==> config.mk <==
export PLATFORM = sky130hd
export DESIGN_NAME = ball_game_engine_flat
export DESIGN_NICKNAME = d
export VERILOG_FILES = /design/src/rtl/ball_game_engine_if.sv /design/src/rtl/ball_game_engine.sv /design/src/flat_wrapper.sv
export SDC_FILE = /design/constraint.sdc
export NUM_CORES = 1
export LEC_CHECK = 0
export BUFFER_PORTS_ARGS = -buffer_cell sky130_fd_sc_hd__clkbuf_2
export CAP_MARGIN = 20
export CORE_MARGIN = 10
export CORE_UTILIZATION = 47
export DETAILED_ROUTE_END_ITERATION = 6
export GPL_TIMING_DRIVEN = 1
export PLACE_DENSITY = 0.7
export SLEW_MARGIN = 20
export SYNTH_ARGS = -nofsm -noshare
export SYNTH_HDL_FRONTEND = slang
export SYNTH_SLANG_ARGS = --single-unit
==> constraint.sdc <==
create_clock -name pixelClock -period 4.3 [get_ports pixelClock]
set_input_delay 0.86 -clock pixelClock [delete_from_list [all_inputs] [get_ports pixelClock]]
set_output_delay 0.86 -clock pixelClock [all_outputs]
set_load 0.03 [all_outputs]
==> src/rtl/ball_game_engine_if.sv <==
// ---------------------------------------------------------------------------
// ball_game_engine_if
//   Groups the frame-rate control inputs and the game-state outputs of the
//   ball game engine into one bundle.
//
//   Signals
//     frameTick        1   one-cycle pulse per video frame
//     startButton      1   level, only looked at on frameTick cycles
//     playerPaddleY    16  top y of the left (player) paddle
//     computerPaddleY  16  top y of the right (computer) paddle
//     gameState        8   0=attract 1=serve 2=play 3=game over
//     ballX            16  ball left x
//     ballY            16  ball top y
//     playerScore      8   player points
//     computerScore    8   computer points
//     scoreEvent       1   one-cycle pulse when a score increments
//
//   Modports
//     master  drives the frame/paddle inputs, observes the game outputs
//     slave   the engine side
// ---------------------------------------------------------------------------
interface ball_game_engine_if;
  logic        frameTick;
  logic        startButton;
  logic [15:0] playerPaddleY;
  logic [15:0] computerPaddleY;
  logic [7:0]  gameState;
  logic [15:0] ballX;
  logic [15:0] ballY;
  logic [7:0]  playerScore;
  logic [7:0]  computerScore;
  logic        scoreEvent;

  modport master (
    output frameTick, startButton, playerPaddleY, computerPaddleY,
    input  gameState, ballX, ballY, playerScore, computerScore, scoreEvent
  );

  modport slave (
    input  frameTick, startButton, playerPaddleY, computerPaddleY,
    output gameState, ballX, ballY, playerScore, computerScore, scoreEvent
  );
endinterface

==> src/rtl/ball_game_engine.sv <==
// ---------------------------------------------------------------------------
// ball_game_engine
//   Game logic that sits directly upstream of the pixel renderer. Once per
//   video frame it moves the ball, bounces it off the top/bottom walls and
//   both paddles, detects misses, keeps both scores and runs the
//   attract / serve / play / game-over state machine.
//
//   Ports
//     pixelClock  in  sole clock
//     reset       in  synchronous, active-high
//     io_game     slave side of ball_game_engine_if (frameTick, startButton,
//                 paddle positions in; gameState, ball position, scores,
//                 scoreEvent out). All outputs are registered and only
//                 change on the edge that samples frameTick=1, except
//                 scoreEvent which drops back to 0 on the following edge.
// ---------------------------------------------------------------------------
module ball_game_engine #(
  parameter int unsigned SCREEN_W          = 640,
  parameter int unsigned SCREEN_H          = 480,
  parameter int unsigned BALL_W            = 8,
  parameter int unsigned BALL_H            = 8,
  parameter int unsigned PADDLE_W          = 8,
  parameter int unsigned PADDLE_H          = 64,
  parameter int unsigned PLAYER_PADDLE_X   = 16,
  parameter int unsigned COMPUTER_PADDLE_X = 616,
  parameter int unsigned BALL_SPEED        = 4,
  parameter int unsigned WIN_SCORE         = 9,
  parameter int unsigned SERVE_DELAY       = 60
) (
  input  logic                 pixelClock,
  input  logic                 reset,
  ball_game_engine_if.slave    io_game
);

  localparam logic [15:0] L_CX      = 16'((SCREEN_W - BALL_W) / 2);
  localparam logic [15:0] L_CY      = 16'((SCREEN_H - BALL_H) / 2);
  localparam logic [15:0] L_SW      = 16'(SCREEN_W);
  localparam logic [15:0] L_SH      = 16'(SCREEN_H);
  localparam logic [15:0] L_BW      = 16'(BALL_W);
  localparam logic [15:0] L_BH      = 16'(BALL_H);
  localparam logic [15:0] L_PH      = 16'(PADDLE_H);
  localparam logic [15:0] L_SPD     = 16'(BALL_SPEED);
  localparam logic [15:0] L_PFACE   = 16'(PLAYER_PADDLE_X + PADDLE_W);
  localparam logic [15:0] L_CFACE   = 16'(COMPUTER_PADDLE_X);
  localparam logic [15:0] L_SERVE   = 16'(SERVE_DELAY);
  localparam logic [7:0]  L_WIN     = 8'(WIN_SCORE);

  typedef enum logic [1:0] {
    stateAttract  = 2'd0,
    stateServe    = 2'd1,
    statePlay     = 2'd2,
    stateGameOver = 2'd3
  } state_t;

  state_t      r_state,         w_state;
  logic [15:0] r_ballX,         w_ballX;
  logic [15:0] r_ballY,         w_ballY;
  logic        r_dxRight,       w_dxRight;
  logic        r_dyDown,        w_dyDown;
  logic [7:0]  r_playerScore,   w_playerScore;
  logic [7:0]  r_computerScore, w_computerScore;
  logic [15:0] r_serveCount,    w_serveCount;
  logic        r_scoreEvent,    w_scoreEvent;

  // Per-axis results of one play tick, plus hit/miss decisions
  logic [15:0] w_yPlay;
  logic        w_dyPlay;
  logic        w_overlapPlayer;
  logic        w_overlapComputer;
  logic        w_playerHit;
  logic        w_computerHit;
  logic        w_leftMiss;
  logic        w_rightMiss;
  logic [7:0]  w_playerInc;
  logic [7:0]  w_computerInc;

  // State register: everything the game remembers between frames
  always_ff @(posedge pixelClock) begin
    if (reset) begin
      r_state         <= stateAttract;
      r_ballX         <= L_CX;
      r_ballY         <= L_CY;
      r_dxRight       <= 1'b1;
      r_dyDown        <= 1'b1;
      r_playerScore   <= 8'd0;
      r_computerScore <= 8'd0;
      r_serveCount    <= 16'd0;
      r_scoreEvent    <= 1'b0;
    end else begin
      r_state         <= w_state;
      r_ballX         <= w_ballX;
      r_ballY         <= w_ballY;
      r_dxRight       <= w_dxRight;
      r_dyDown        <= w_dyDown;
      r_playerScore   <= w_playerScore;
      r_computerScore <= w_computerScore;
      r_serveCount    <= w_serveCount;
      r_scoreEvent    <= w_scoreEvent;
    end
  end

  // Collision and movement decisions for a play tick. Every compare is
  // ordered so that a subtraction is only formed once the operand is known
  // to be large enough, keeping all arithmetic in 16-bit unsigned.
  always_comb begin
    w_yPlay  = r_ballY;
    w_dyPlay = r_dyDown;
    if (!r_dyDown && (r_ballY <= L_SPD)) begin
      w_yPlay  = 16'd0;
      w_dyPlay = 1'b1;
    end else if (r_dyDown && (r_ballY + L_BH + L_SPD >= L_SH)) begin
      w_yPlay  = L_SH - L_BH;
      w_dyPlay = 1'b0;
    end else if (r_dyDown) begin
      w_yPlay  = r_ballY + L_SPD;
    end else begin
      w_yPlay  = r_ballY - L_SPD;
    end

    // Paddle overlap uses the ball's y before this tick's vertical move
    w_overlapPlayer   = (r_ballY + L_BH > io_game.playerPaddleY) &&
                        (r_ballY < io_game.playerPaddleY + L_PH);
    w_overlapComputer = (r_ballY + L_BH > io_game.computerPaddleY) &&
                        (r_ballY < io_game.computerPaddleY + L_PH);

    w_playerHit   = !r_dxRight && (r_ballX >= L_PFACE) &&
                    (r_ballX - L_SPD <= L_PFACE) && w_overlapPlayer;
    w_computerHit = r_dxRight && (r_ballX + L_BW <= L_CFACE) &&
                    (r_ballX + L_BW + L_SPD >= L_CFACE) && w_overlapComputer;
    w_leftMiss    = !r_dxRight && (r_ballX < L_SPD) && !w_playerHit;
    w_rightMiss   = r_dxRight && (r_ballX + L_BW + L_SPD > L_SW) && !w_computerHit;

    // Scores saturate at the winning value
    w_playerInc   = (r_playerScore   >= L_WIN) ? r_playerScore   : r_playerScore   + 8'd1;
    w_computerInc = (r_computerScore >= L_WIN) ? r_computerScore : r_computerScore + 8'd1;
  end

  // Next-state logic: nothing advances unless frameTick is high, and
  // scoreEvent is forced low on every cycle that does not score.
  always_comb begin
    w_state         = r_state;
    w_ballX         = r_ballX;
    w_ballY         = r_ballY;
    w_dxRight       = r_dxRight;
    w_dyDown        = r_dyDown;
    w_playerScore   = r_playerScore;
    w_computerScore = r_computerScore;
    w_serveCount    = r_serveCount;
    w_scoreEvent    = 1'b0;

    if (io_game.frameTick) begin
      unique case (r_state)
        stateAttract, stateGameOver: begin
          w_ballX = L_CX;
          w_ballY = L_CY;
          if (io_game.startButton) begin
            w_playerScore   = 8'd0;
            w_computerScore = 8'd0;
            w_serveCount    = L_SERVE;
            w_state         = stateServe;
          end
        end

        stateServe: begin
          w_ballX = L_CX;
          w_ballY = L_CY;
          if (r_serveCount == 16'd0) begin
            w_state = statePlay;
          end else begin
            w_serveCount = r_serveCount - 16'd1;
          end
        end

        statePlay: begin
          if (w_leftMiss || w_rightMiss) begin
            // Ball re-serves toward whoever conceded; dy is left as it was
            w_ballX      = L_CX;
            w_ballY      = L_CY;
            w_scoreEvent = 1'b1;
            w_serveCount = L_SERVE;
            w_state      = stateServe;
            if (w_leftMiss) begin
              w_dxRight       = 1'b0;
              w_computerScore = w_computerInc;
              if (w_computerInc == L_WIN) w_state = stateGameOver;
            end else begin
              w_dxRight     = 1'b1;
              w_playerScore = w_playerInc;
              if (w_playerInc == L_WIN) w_state = stateGameOver;
            end
          end else begin
            w_ballY  = w_yPlay;
            w_dyDown = w_dyPlay;
            if (w_playerHit) begin
              w_ballX   = L_PFACE;
              w_dxRight = 1'b1;
            end else if (w_computerHit) begin
              w_ballX   = L_CFACE - L_BW;
              w_dxRight = 1'b0;
            end else if (r_dxRight) begin
              w_ballX   = r_ballX + L_SPD;
            end else begin
              w_ballX   = r_ballX - L_SPD;
            end
          end
        end

        default: begin
          w_state = stateAttract;
        end
      endcase
    end
  end

  assign io_game.gameState     = {6'd0, r_state};
  assign io_game.ballX         = r_ballX;
  assign io_game.ballY         = r_ballY;
  assign io_game.playerScore   = r_playerScore;
  assign io_game.computerScore = r_computerScore;
  assign io_game.scoreEvent    = r_scoreEvent;

endmodule
==> src/flat_wrapper.sv <==
// flat-port wrapper written by rule: the top's interface ports become plain ports
module ball_game_engine_flat 
#(
  parameter int unsigned SCREEN_W          = 640,
  parameter int unsigned SCREEN_H          = 480,
  parameter int unsigned BALL_W            = 8,
  parameter int unsigned BALL_H            = 8,
  parameter int unsigned PADDLE_W          = 8,
  parameter int unsigned PADDLE_H          = 64,
  parameter int unsigned PLAYER_PADDLE_X   = 16,
  parameter int unsigned COMPUTER_PADDLE_X = 616,
  parameter int unsigned BALL_SPEED        = 4,
  parameter int unsigned WIN_SCORE         = 9,
  parameter int unsigned SERVE_DELAY       = 60
)
  (pixelClock, reset, io_game_frameTick, io_game_startButton, io_game_playerPaddleY, io_game_computerPaddleY, io_game_gameState, io_game_ballX, io_game_ballY, io_game_playerScore, io_game_computerScore, io_game_scoreEvent);
  ball_game_engine_if io_game_i ();
  input  logic pixelClock;
  input  logic reset;
  input wire logic [$bits(io_game_i.frameTick)-1:0] io_game_frameTick;
  input wire logic [$bits(io_game_i.startButton)-1:0] io_game_startButton;
  input wire logic [$bits(io_game_i.playerPaddleY)-1:0] io_game_playerPaddleY;
  input wire logic [$bits(io_game_i.computerPaddleY)-1:0] io_game_computerPaddleY;
  output wire logic [$bits(io_game_i.gameState)-1:0] io_game_gameState;
  output wire logic [$bits(io_game_i.ballX)-1:0] io_game_ballX;
  output wire logic [$bits(io_game_i.ballY)-1:0] io_game_ballY;
  output wire logic [$bits(io_game_i.playerScore)-1:0] io_game_playerScore;
  output wire logic [$bits(io_game_i.computerScore)-1:0] io_game_computerScore;
  output wire logic [$bits(io_game_i.scoreEvent)-1:0] io_game_scoreEvent;
  assign io_game_i.frameTick = io_game_frameTick;
  assign io_game_i.startButton = io_game_startButton;
  assign io_game_i.playerPaddleY = io_game_playerPaddleY;
  assign io_game_i.computerPaddleY = io_game_computerPaddleY;
  assign io_game_gameState = io_game_i.gameState;
  assign io_game_ballX = io_game_i.ballX;
  assign io_game_ballY = io_game_i.ballY;
  assign io_game_playerScore = io_game_i.playerScore;
  assign io_game_computerScore = io_game_i.computerScore;
  assign io_game_scoreEvent = io_game_i.scoreEvent;
  ball_game_engine #(.SCREEN_W(SCREEN_W), .SCREEN_H(SCREEN_H), .BALL_W(BALL_W), .BALL_H(BALL_H), .PADDLE_W(PADDLE_W), .PADDLE_H(PADDLE_H), .PLAYER_PADDLE_X(PLAYER_PADDLE_X), .COMPUTER_PADDLE_X(COMPUTER_PADDLE_X), .BALL_SPEED(BALL_SPEED), .WIN_SCORE(WIN_SCORE), .SERVE_DELAY(SERVE_DELAY)) u_core (.pixelClock(pixelClock), .reset(reset), .io_game(io_game_i));
endmodule
---- After elaboration in Yosys (flattened, before gate mapping) ----
Index checks and enable logic that the tools add are counted.
storage, ports and cells
  bits in registers ....................... 69
  bits of input ports ..................... 36
  output and inout bits ................... 57
  word-level logic and storage cells ...... 120
cells by class
  add/sub/neg operators ................... 13
  $lt $le $gt $ge ......................... 14
  equality and inequality tests ........... 11
  multiplexer cells ....................... 37
  bitwise logic cells ..................... 3
  reductions and logical operators ........ 33
operator list
  cell                                                                                    count
  16-bit 2-to-1 mux                                                                       11
  16-bit by 3-bit adder with 16-bit output (second input constant)                        4
  16-bit case mux with 2 select lines                                                     2
  8-bit 2-to-1 mux                                                                        7
  16-bit case mux with 3 select lines                                                     1
  16-bit by 4-bit adder with 16-bit output (second input constant)                        2
  16-bit by 7-bit adder with 16-bit output (second input constant)                        2
  16-bit > comparator                                                                     2
  16-bit less-than comparator                                                             2
  8-bit case mux with 2 select lines                                                      2
  16-bit by 3-bit subtractor with 16-bit output (second input constant)                   2
  8-bit by 1-bit adder with 8-bit output (second input constant)                          2
  8-bit by 4-bit == test with 1-bit output (second input constant)                        2
  16-bit by 10-bit greater-or-equal comparator with 1-bit output (second input constant)  1
  16-bit by 5-bit greater-or-equal comparator with 1-bit output (second input constant)   1
  16-bit by 9-bit greater-or-equal comparator with 1-bit output (second input constant)   1
  8-bit by 4-bit greater-or-equal comparator with 1-bit output (second input constant)    2
  16-bit by 10-bit > comparator with 1-bit output (second input constant)                 1
  16-bit by 10-bit <= comparator with 1-bit output (second input constant)                1
  16-bit by 3-bit <= comparator with 1-bit output (second input constant)                 1
  16-bit by 5-bit <= comparator with 1-bit output (second input constant)                 1
  16-bit zero test                                                                        1
  16-bit by 3-bit less-than comparator with 1-bit output (second input constant)          1
  16-bit by 1-bit subtractor with 16-bit output (second input constant)                   1
  19 further kinds                                                                        58

---- Logic depth before layout (Yosys ltp) ----
Gate-level depths: netlist (run 1).
  word-level depth ........................ 10
  gate-level depth with buffers ........... 17
  gate-level depth less buffers ........... 15

---- Least setup slack after synthesis (run 1) ----
OpenSTA, ideal clock, no wires.
  path kind ............................... reg2reg
  from .................................... register u_core.r_ballY[3] (netlist: u_core.io_game.ballY[3])
  to ...................................... register u_core.r_ballX[14] (netlist: u_core.io_game.ballX[14])
  setup time .............................. 0.122 ns
  arrival time ............................ 4.519 ns
  data required time ...................... 4.178 ns
  setup slack ............................. -0.341 ns
  stages on the path, launching flop included .. 18
  path buffers ............................ 2
  clock period less this slack ............ 4.641 ns
  cell sequence ........................... dfxtp_1 -> ha_1 -> buf_2 -> nand3_1 -> nor4_1 -> nand3_1 -> xnor2_1 -> ha_1 -> nand4_1 -> nor2_1 -> a31oi_1 -> o2111ai_1 -> or4_1 -> a31oi_1 -> a2111oi_4 -> buf_4 -> and3_1 -> a221o_1
on the way
  longest elaborated chain between the ends .. 9
  elaborated cells between the ends (all ways) .. 18
  those cells by class .................... 1 x add/sub; 4 x order compare; 4 x mux; 9 x reduce/logical
ends and longest elaborated chain
  what                                      RTL line                                          text
  from (decl)                               ball_game_engine.sv:57                            logic [15:0] r_ballY, w_ballY;
  from (signal assigned)                    ball_game_engine.sv:92                            r_ballY <= w_ballY;
  16-bit by 4-bit adder with 16-bit output  ball_game_engine.sv:121, ball_game_engine.sv:123
  16-bit > comparator (on tied branches)    ball_game_engine.sv:121, ball_game_engine.sv:123
  1-bit logical AND (on tied branches)      ball_game_engine.sv:121, ball_game_engine.sv:123
  1-bit logical AND (on tied branches)      ball_game_engine.sv:127, ball_game_engine.sv:129
  1-bit zero test (on tied branches)        ball_game_engine.sv:130, ball_game_engine.sv:131
  1-bit logical AND (on tied branches)      ball_game_engine.sv:130, ball_game_engine.sv:131
  1-bit logical OR                          ball_game_engine.sv:175                           if (w_leftMiss || w_rightMiss) begin
  16-bit 2-to-1 mux *                       ball_game_engine.sv:175
  16-bit case mux with 2 select lines *     ball_game_engine.sv:152                           unique case (r_state)
  to (signal assigned)                      ball_game_engine.sv:91                            r_ballX <= w_ballX;
  to (decl)                                 ball_game_engine.sv:56                            logic [15:0] r_ballX, w_ballX;
Every way passes the cells marked *; elsewhere a longest branch is shown, timed or not.
A chain may end at the register's enable or synchronous reset.

---- Final worst setup path (run 1) ----
  from .................................... register u_core.r_ballY[9] (netlist: u_core.io_game.ballY[9])
  to ...................................... register u_core.r_serveCount[5]
on the way
  longest elaborated chain between the ends .. 9
  elaborated cells between the ends (all ways) .. 16
  those cells by class .................... 1 x add/sub; 4 x order compare; 1 x eq/ne; 10 x reduce/logical
ends and longest elaborated chain
  what                                                                 RTL line                                          text
  16-bit by 4-bit adder with 16-bit output                             ball_game_engine.sv:121, ball_game_engine.sv:123
  16-bit > comparator (on tied branches)                               ball_game_engine.sv:121, ball_game_engine.sv:123
  1-bit logical AND (on tied branches)                                 ball_game_engine.sv:121, ball_game_engine.sv:123
  1-bit logical AND (on tied branches)                                 ball_game_engine.sv:127, ball_game_engine.sv:129
  1-bit zero test (on tied branches)                                   ball_game_engine.sv:130, ball_game_engine.sv:131
  1-bit logical AND (on tied branches)                                 ball_game_engine.sv:130, ball_game_engine.sv:131
  1-bit logical OR *                                                   ball_game_engine.sv:175
  2-bit by 1-bit inequality test with 1-bit output (no source line) *  --
  4-bit AND reduction (no source line) *                               --
  to (signal assigned)                                                 ball_game_engine.sv:97                            r_serveCount <= w_serveCount;
  to (decl)                                                            ball_game_engine.sv:62                            logic [15:0] r_serveCount, w_serveCount;
Marked as above.

==> results.md, run 1 <==
- Wire per inst: 17.5 um
- Clock Sinks: 65
- RD Place Congestion: 0.947
- Setup ws final: 0.214 ns
- Core area: 15,100 um^2
- Final instance area: 8370 um^2
- Ports: 93
- Tot GR Track Use: 0.210
- Ys async rst share: 0
- Clock share of power: 0.447
- CTS Buffer Depth: 2
- YS warnings: 0
- Leakage: 3.70 nW
- Switching power: 0.000525 W
- Critical R2R Launch: u_core.io_game.ballY[9]
- Setup TNS: 0 ns
- Initial antenna violation count: 0
- WP data arrival: 4.31 ns
- Hold WS: 0.499 ns
- Syn Inst Count: 978
- CTS H-Tree Depth: 3
- Number of synthesized flops with an enable pin: 0
- First-pass GRT wire length: 36.2 mm
- CTS tree: done
- NumNets Final: 1,188
- P&R area growth vs syn: 15.6%
- # Post-CTS Setup Buffers: 0
- # port buffers: 82
- Final period util: 0.950
- Status: complete, but fails checks
- Crit path kind: flop to flop
- Relative slew margins: 0.359
- Worst skew pair latency: 0.33 ns
- Vias in the first global route: 7,300
- Sw Share: 0.287
- WP data required: 4.52 ns
- Root buf cell: clkbuf_16
- Ant. Diodes: 0
- Yosys cell types: 83
- Post-DR vias/cell: 6.16
- Chip height: 144 um
- RSZ-0062 raised after global routing: no
- Sequential area share after synthesis: 0.180
- DP HPWL: 17.3 mm
- Max_cap viols: 0
- Setup crit start kind: flop
- Routed Wire Length: 22.1 mm
- Largest net degree at the start of global routing: 27
- DIE AREA: 20,800 um^2
- Row cnt: 45
- Layout cells sized above 1: 0.172
- Internal: 0.00131 W
- Max Slew Vio Count: 0
- Sequential share of power: 0.353
- Die W: 144 um
- Slew @ Worst Pin: 0.953 ns
- Failing checks: DRC
- Avg Cell Area, Syn: 7.40 um^2
- Congestion Overflow GR: 0
- Layout Skew: 0.00908 ns
- Hold Crit Start: u_core.io_game.playerScore[6]
- Power Density: 219 nW/um^2
- Fmax: 245 MHz
- Post-DP Area: 8040 um^2
- Final setup fails: 0
- # resized after CTS: 0
- Critical path startpoint: u_core.io_game.ballY[9]
- Worst Reg-to-Reg Cells: 14
- Min-Delay Path Depth: 1
- DRT antenna net count: 0
- Synth Cell Area: 7240 um^2
- Initial Util: 0.478
- Clock transition at path regs: 0.06 ns
- Combinational share of power: 0.200
- Peak VDD IR: 226 uV
- Worst min-delay path category: flop to flop
- Critical path peak fanout: 12
- Crit end category: flop
- Pre-Repair DR Iteration Count: 7
- Dominant synthesized flop cell: dfxtp_1
- Hold Fails Final Rpt: 0
- DR iter-0 viols: 764
- Via count: 7,780
- Worst slack, placed: 0.00853 ns
- TritonCTS Buffers: 9
- CTS Hold Bufs: 0
- Seq cells post-synth: 65
- Period minus WS final: 4.09 ns
- DRC: 15
[cell type report]
| type | count | area [um^2] |
|---|---|---|
| sequential | 65 | 1300 |
| timing repair buffer | 135 | 821 |
| clock inverter | 4 | 75.1 |
| multi-input combinational | 793 | 5430 |
| fill | 1471 | 6780 |
| inverter | 66 | 248 |
| tap | 188 | 235 |
| clock buffer | 12 | 256 |
[power by group through the flow]
stage | sequential [W] | clock (W) | combinational [W]
2_1_floorplan | 0.000659 | 0 | 0.000258
4_1_cts | 0.000646 | 0.000829 | 0.000362
5_1_grt | 0.000650 | 0.000858 | 0.000409
3_5_place_dp | 0.000659 | 0 | 0.000359
6_report | 0.000647 | 0.000818 | 0.000366
3_3_place_gp | 0.000659 | 0 | 0.000353
[critical path: stages, from the launching register on]
cell       delay [ns]
dfxtp_1          0.56
nand4_1          0.33
nor3_1           0.30
xor2_1           0.30
ha_1             0.31
nand4_1          0.14
nor2_1           0.09
a31oi_1          0.24
o2111ai_1        0.17
o41a_2           0.51
o21ai_0          0.24
a31o_2           0.26
buf_12           0.15
o22ai_1          0.08
a211o_1          0.30
[cells in the final DEF (no fill, tap or decap), drive strengths merged, types with 21 or more instances in the layout]
cell type and instances:
buf 53, xnor2 39, inv 66, a21oi 64
and3 21, ha 82, clkbuf 94, nand4 26
o21ai 49, nand2 59, nor3 42, nand3 48
nor2 75, dfxtp 65
[synth_stat cells, drive strengths merged (5+ instances only)]
| master | n | share of area |
|---|---|---|
| nand2b | 15 | 0.013 |
| a31oi | 13 | 0.011 |
| a21o | 18 | 0.019 |
| nand3b | 12 | 0.012 |
| xnor2 | 39 | 0.047 |
| nand2 | 59 | 0.031 |
| or4 | 12 | 0.012 |
| o31a | 5 | 0.0061 |
| clkbuf | 35 | 0.018 |
| and3 | 21 | 0.018 |
| o211ai | 12 | 0.013 |
| a21oi | 64 | 0.045 |
| inv | 66 | 0.034 |
| a32oi | 5 | 0.0061 |
| o21a | 9 | 0.0093 |
| or3b | 6 | 0.0073 |
| o31ai | 7 | 0.0073 |
| o21ai | 49 | 0.034 |
| nand3 | 48 | 0.034 |
| dfxtp | 65 | 0.18 |
| nor4 | 15 | 0.013 |
| o2111ai | 7 | 0.0085 |
| buf | 28 | 0.024 |
| a211oi | 8 | 0.0090 |
| nor3 | 42 | 0.030 |
| or3 | 18 | 0.016 |
| or2 | 7 | 0.0061 |
| and2 | 7 | 0.0061 |
| xor2 | 5 | 0.0061 |
| nor2 | 75 | 0.039 |
| a22oi | 5 | 0.0052 |
| ha | 82 | 0.14 |
| nor2b | 6 | 0.0052 |
| nand4 | 26 | 0.022 |
| mux2i | 5 | 0.0069 |
| a221o | 6 | 0.0083 |
| a21boi | 6 | 0.0062 |
[metal layers]
metal	GRT usage	share of wire
met5	0	0
met4	0.0505	0.010
met3	0.0387	0.078
met2	0.338	0.45
met1	0.282	0.46
[per-stage QoR]
stage / utilization / power (W) / std cells
after floorplan: - / 0.000917 / 987
after global placement: 0.531 / 0.00101 / 1247
after detailed placement: 0.531 / 0.00102 / 1247
after CTS: 0.552 / 0.00184 / 1263
after global routing: 0.552 / 0.00192 / 1263
final: 0.552 / 0.00183 / 1263
[registers in the layout, summed over array words and instances (netlist names)]
signal	flops
u_core.io_game.ballX	14
u_core.io_game.playerScore	8
u_core.r_serveCount	16
u_core.r_dyDown	1
u_core.io_game.ballY	14
u_core.io_game.computerScore	8
u_core.r_dxRight	1
u_core.r_state	2
u_core.io_game.scoreEvent	1
[logic make-up (layout without fill, tap and decap cells)]
logic type / count (synthesis) / count (layout) / share of synthesized area
AND/OR/NAND/NOR: 385 / 385 / 0.285
adder cells (fa/ha/maj): 82 / 82 / 0.142
AO/OA/AOI/OAI: 266 / 266 / 0.255
multiplexers: 6 / 6 / 0.00847
flip-flops: 65 / 65 / 0.180
buffers and inverters: 129 / 217 / 0.0764
other: 1 / 10 / 0.000518
XOR/XNOR: 44 / 44 / 0.0533
[path summary, 6_finish.rpt]
check	to	slack (ns)
max	u_core.r_serveCount[5]	0.21
min	u_core.io_game.playerScore[6]	0.50
max reg2reg	u_core.r_serveCount[5]	0.21
min reg2reg	u_core.io_game.playerScore[6]	0.50
No activity file was read; power rests on OpenSTA's default activity.
==> inputs of run 2 (changes only) <==
--- a/config.mk
+++ b/config.mk
@@ -8,10 +8,10 @@
 export BUFFER_PORTS_ARGS = -buffer_cell sky130_fd_sc_hd__clkbuf_2
 export CAP_MARGIN = 20
 export CORE_MARGIN = 10
-export CORE_UTILIZATION = 47
+export CORE_UTILIZATION = 30
 export DETAILED_ROUTE_END_ITERATION = 6
 export GPL_TIMING_DRIVEN = 1
-export PLACE_DENSITY = 0.7
+export HOLD_SLACK_MARGIN = 0.08
 export SLEW_MARGIN = 20
 export SYNTH_ARGS = -nofsm -noshare
 export SYNTH_HDL_FRONTEND = slang
==> run 2 against run 1 <==
The run now ends clean. Final area up 3.2%. Power down 3.8%. Global-route usage down 6.0 points. Clock power down 9.0%. Worst hold slack worse by 0.0044 ns. Utilization down 19 points. Critical path type unchanged. Largest cell class unchanged.
==> results.md, run 2 (same netlist as run 1, synthesis figures left out) <==
- Routed met3 length: 1.15 mm (was 1.72 mm)
- Ant. Diodes: 0 (unchanged)
- Wire per inst: 16.8 um (was 17.5 um)
- Power, Total: 0.00176 W (was 0.00183 W)
- Most frequent cells in the layout: 82 x ha_1, 82 x clkbuf_2, 75 x nor2_1, 70 x buf_4, 66 x inv_1 (was 82 x ha_1, 82 x clkbuf_2, 75 x nor2_1, 66 x inv_1)
- First-pass GRT wire length: 38.1 mm (was 36.2 mm)
- Peak VDD IR: 174 uV (was 226 uV)
- Final Core Density: 0.366 (was 0.552)
- DP HPWL: 18.6 mm (was 17.3 mm)
- Largest net degree at the start of global routing: 27 (unchanged)
- Internal: 0.00123 W (was 0.00131 W)
- Combinational share of power: 0.211 (was 0.200)
- Leakage: 3.78 nW (was 3.70 nW)
- Final setup fails: 0 (unchanged)
- Core area: 23,600 um^2 (was 15,100 um^2)
- Final period util: 0.941 (was 0.950)
- Critical path peak fanout: 7 (was 12)
- Sw Share: 0.302 (was 0.287)
- Final instance area: 8640 um^2 (was 8370 um^2)
- # port buffers: 82 (unchanged)
- P&R area growth vs syn: 19.3% (was 15.6%)
- RSZ-0062 raised after global routing: no (unchanged)
- WP data required: 4.53 ns (was 4.52 ns)
- Max_cap viols: 0 (unchanged)
- DP Cell Count: 1,394 (was 1,247)
- Fillers: 2,520 (was 1,471)
- Hold Fails Final Rpt: 0 (unchanged)
- Crit end category: flop (unchanged)
- Congestion Overflow GR: 0 (unchanged)
- Clock Sinks: 65 (unchanged)
- WP data arrival: 4.28 ns (was 4.31 ns)
- Vias in the first global route: 7,421 (was 7,300)
- Initial Util: 0.306 (was 0.478)
- CTS Buffer Depth: 2 (unchanged)
- Setup crit start kind: flop (unchanged)
- DIE AREA: 30,700 um^2 (was 20,800 um^2)
- Top sig layer: met4 (unchanged)
- Root buf cell: clkbuf_16 (unchanged)
- Final non-filler cell total: 1,411 (was 1,263)
- Clock share of power: 0.422 (was 0.447)
- Chip height: 175 um (was 144 um)
- Worst skew pair latency: 0.34 ns (was 0.33 ns)
- Largest register FFs: 16 (unchanged)
- Setup TNS: 0 ns (unchanged)
- Ports: 93 (unchanged)
- CTS H-Tree Depth: 3 (unchanged)
- Fmax: 247 MHz (was 245 MHz)
- DR iter-0 viols: 602 (was 764)
- Relative slew margins: 0.359 (about the same)
- Power Density: 204 nW/um^2 (was 219 nW/um^2)
- Sequential share of power: 0.367 (was 0.353)
- TritonCTS Buffers: 9 (unchanged)
- Status: completed (was complete, but fails checks)
- Tot GR Track Use: 0.150 (was 0.210)
- Crit path kind: flop to flop (unchanged)
- Post-DR vias/cell: 5.49 (was 6.16)
- Clock transition at path regs: 0.06 ns (about the same)
- Via count: 7,740 (was 7,780)
- Row cnt: 56 (was 45)
- RD Place Congestion: 0.938 (was 0.947)
- Worst min-delay path category: flop to flop (unchanged)
- Pre-Repair DR Iteration Count: 5 (was 7)
- WL met2: 11.0 mm (was 10.0 mm)
- Max Slew Vio Count: 0 (unchanged)
- CTS Hold Bufs: 0 (unchanged)
- CTS tree: done (unchanged)
- M1 wire length: 11.1 mm (was 10.1 mm)
- Layout cells sized above 1: 0.187 (was 0.172)
- Die W: 175 um (was 144 um)
- Post-DP Area: 8310 um^2 (was 8040 um^2)
- DRT antenna net count: 0 (unchanged)
- Top reg by flops: u_core.r_serveCount (unchanged)
- Slew @ Worst Pin: 0.953 ns (about the same)
- Period minus WS final: 4.05 ns (was 4.09 ns)
- Switching power: 0.000533 W (was 0.000525 W)
- NumNets Final: 1,206 (was 1,188)
- Routed Wire Length: 23.8 mm (was 22.1 mm)
- Initial antenna violation count: 0 (unchanged)
- Layout Skew: 0.00988 ns (was 0.00908 ns)
- DRC: 0 (was 15)
run 2: cell count changes in the layout (fill, tap and decap cells not counted), sizes merged:
cell      previous run  this run
clkinv               0         3
a31o                 2         3
clkbuf              94        92
buf                 53        70
clkinvlp             2         1
bufinv               2         1
run 2: metal layers:
layer | vias up | track usage
li1 | 3859 | -
met3 | 28 | 0.0208
met5 | - | 0
met1 | 3654 | 0.198
met4 | 0 | 0.0555
met2 | 199 | 0.243
run 2: power by group through the flow:
stage | clock network (W) | registers, W | logic (W)
after floorplan | 0 | 0.000659 | 0.000258
after global placement | 0 | 0.000658 | 0.000358
after detailed placement | 0 | 0.000658 | 0.000365
after CTS | 0.000760 | 0.000645 | 0.000367
after global routing | 0.000785 | 0.000650 | 0.000420
final | 0.000744 | 0.000646 | 0.000373
run 2: stage by stage:
stage               hold slack, ns  worst slack, ns
floorplan                    0.447           0.0699
global placement             0.470           -0.153
detailed placement           0.474           -0.285
CTS                          0.485           0.0641
global route                 0.512           0.0460
finish                       0.495            0.254
run 2: timing repair:
action,4_1_cts,5_1_grt
endpoints found under the setup margin,0,22
gates resized for setup,0,4
buffers inserted,0,1
run 2: area by class of cell:
type                       instances  area, um^2  area share
clock buffer                      10         239      0.0277
clock inverter                     5        56.3     0.00652
inverter                          66         248      0.0287
multi-input combinational        794        5450       0.632
sequential                        65        1300       0.151
tap                              319         399      0.0462
timing repair buffer             152         936       0.108
run 2: critical path: stages (launching register included):
cell and delay (ns):
dfxtp_2 0.33, ha_1 0.17, nand3_1 0.17, nor4_4 0.35
buf_4 0.18, xnor2_1 0.14, inv_1 0.13, ha_1 0.32
nand4_1 0.12, nor2_1 0.23, o31a_1 0.25, o32ai_1 0.17
o41a_2 0.44, o21ai_2 0.20, a31o_2 0.24, buf_4 0.18
a21oi_1 0.05, o221a_2 0.27
run 2: final timing paths:
check	start	end	slack (ns)	cells after the start
hold reg to reg	u_core.r_serveCount[14]	u_core.r_serveCount[14]	0.49	2
hold / removal	u_core.r_serveCount[14]	u_core.r_serveCount[14]	0.49	2
setup reg to reg	u_core.io_game.ballY[3]	u_core.r_serveCount[2]	0.25	17
setup / recovery	u_core.io_game.ballY[3]	u_core.r_serveCount[2]	0.25	17
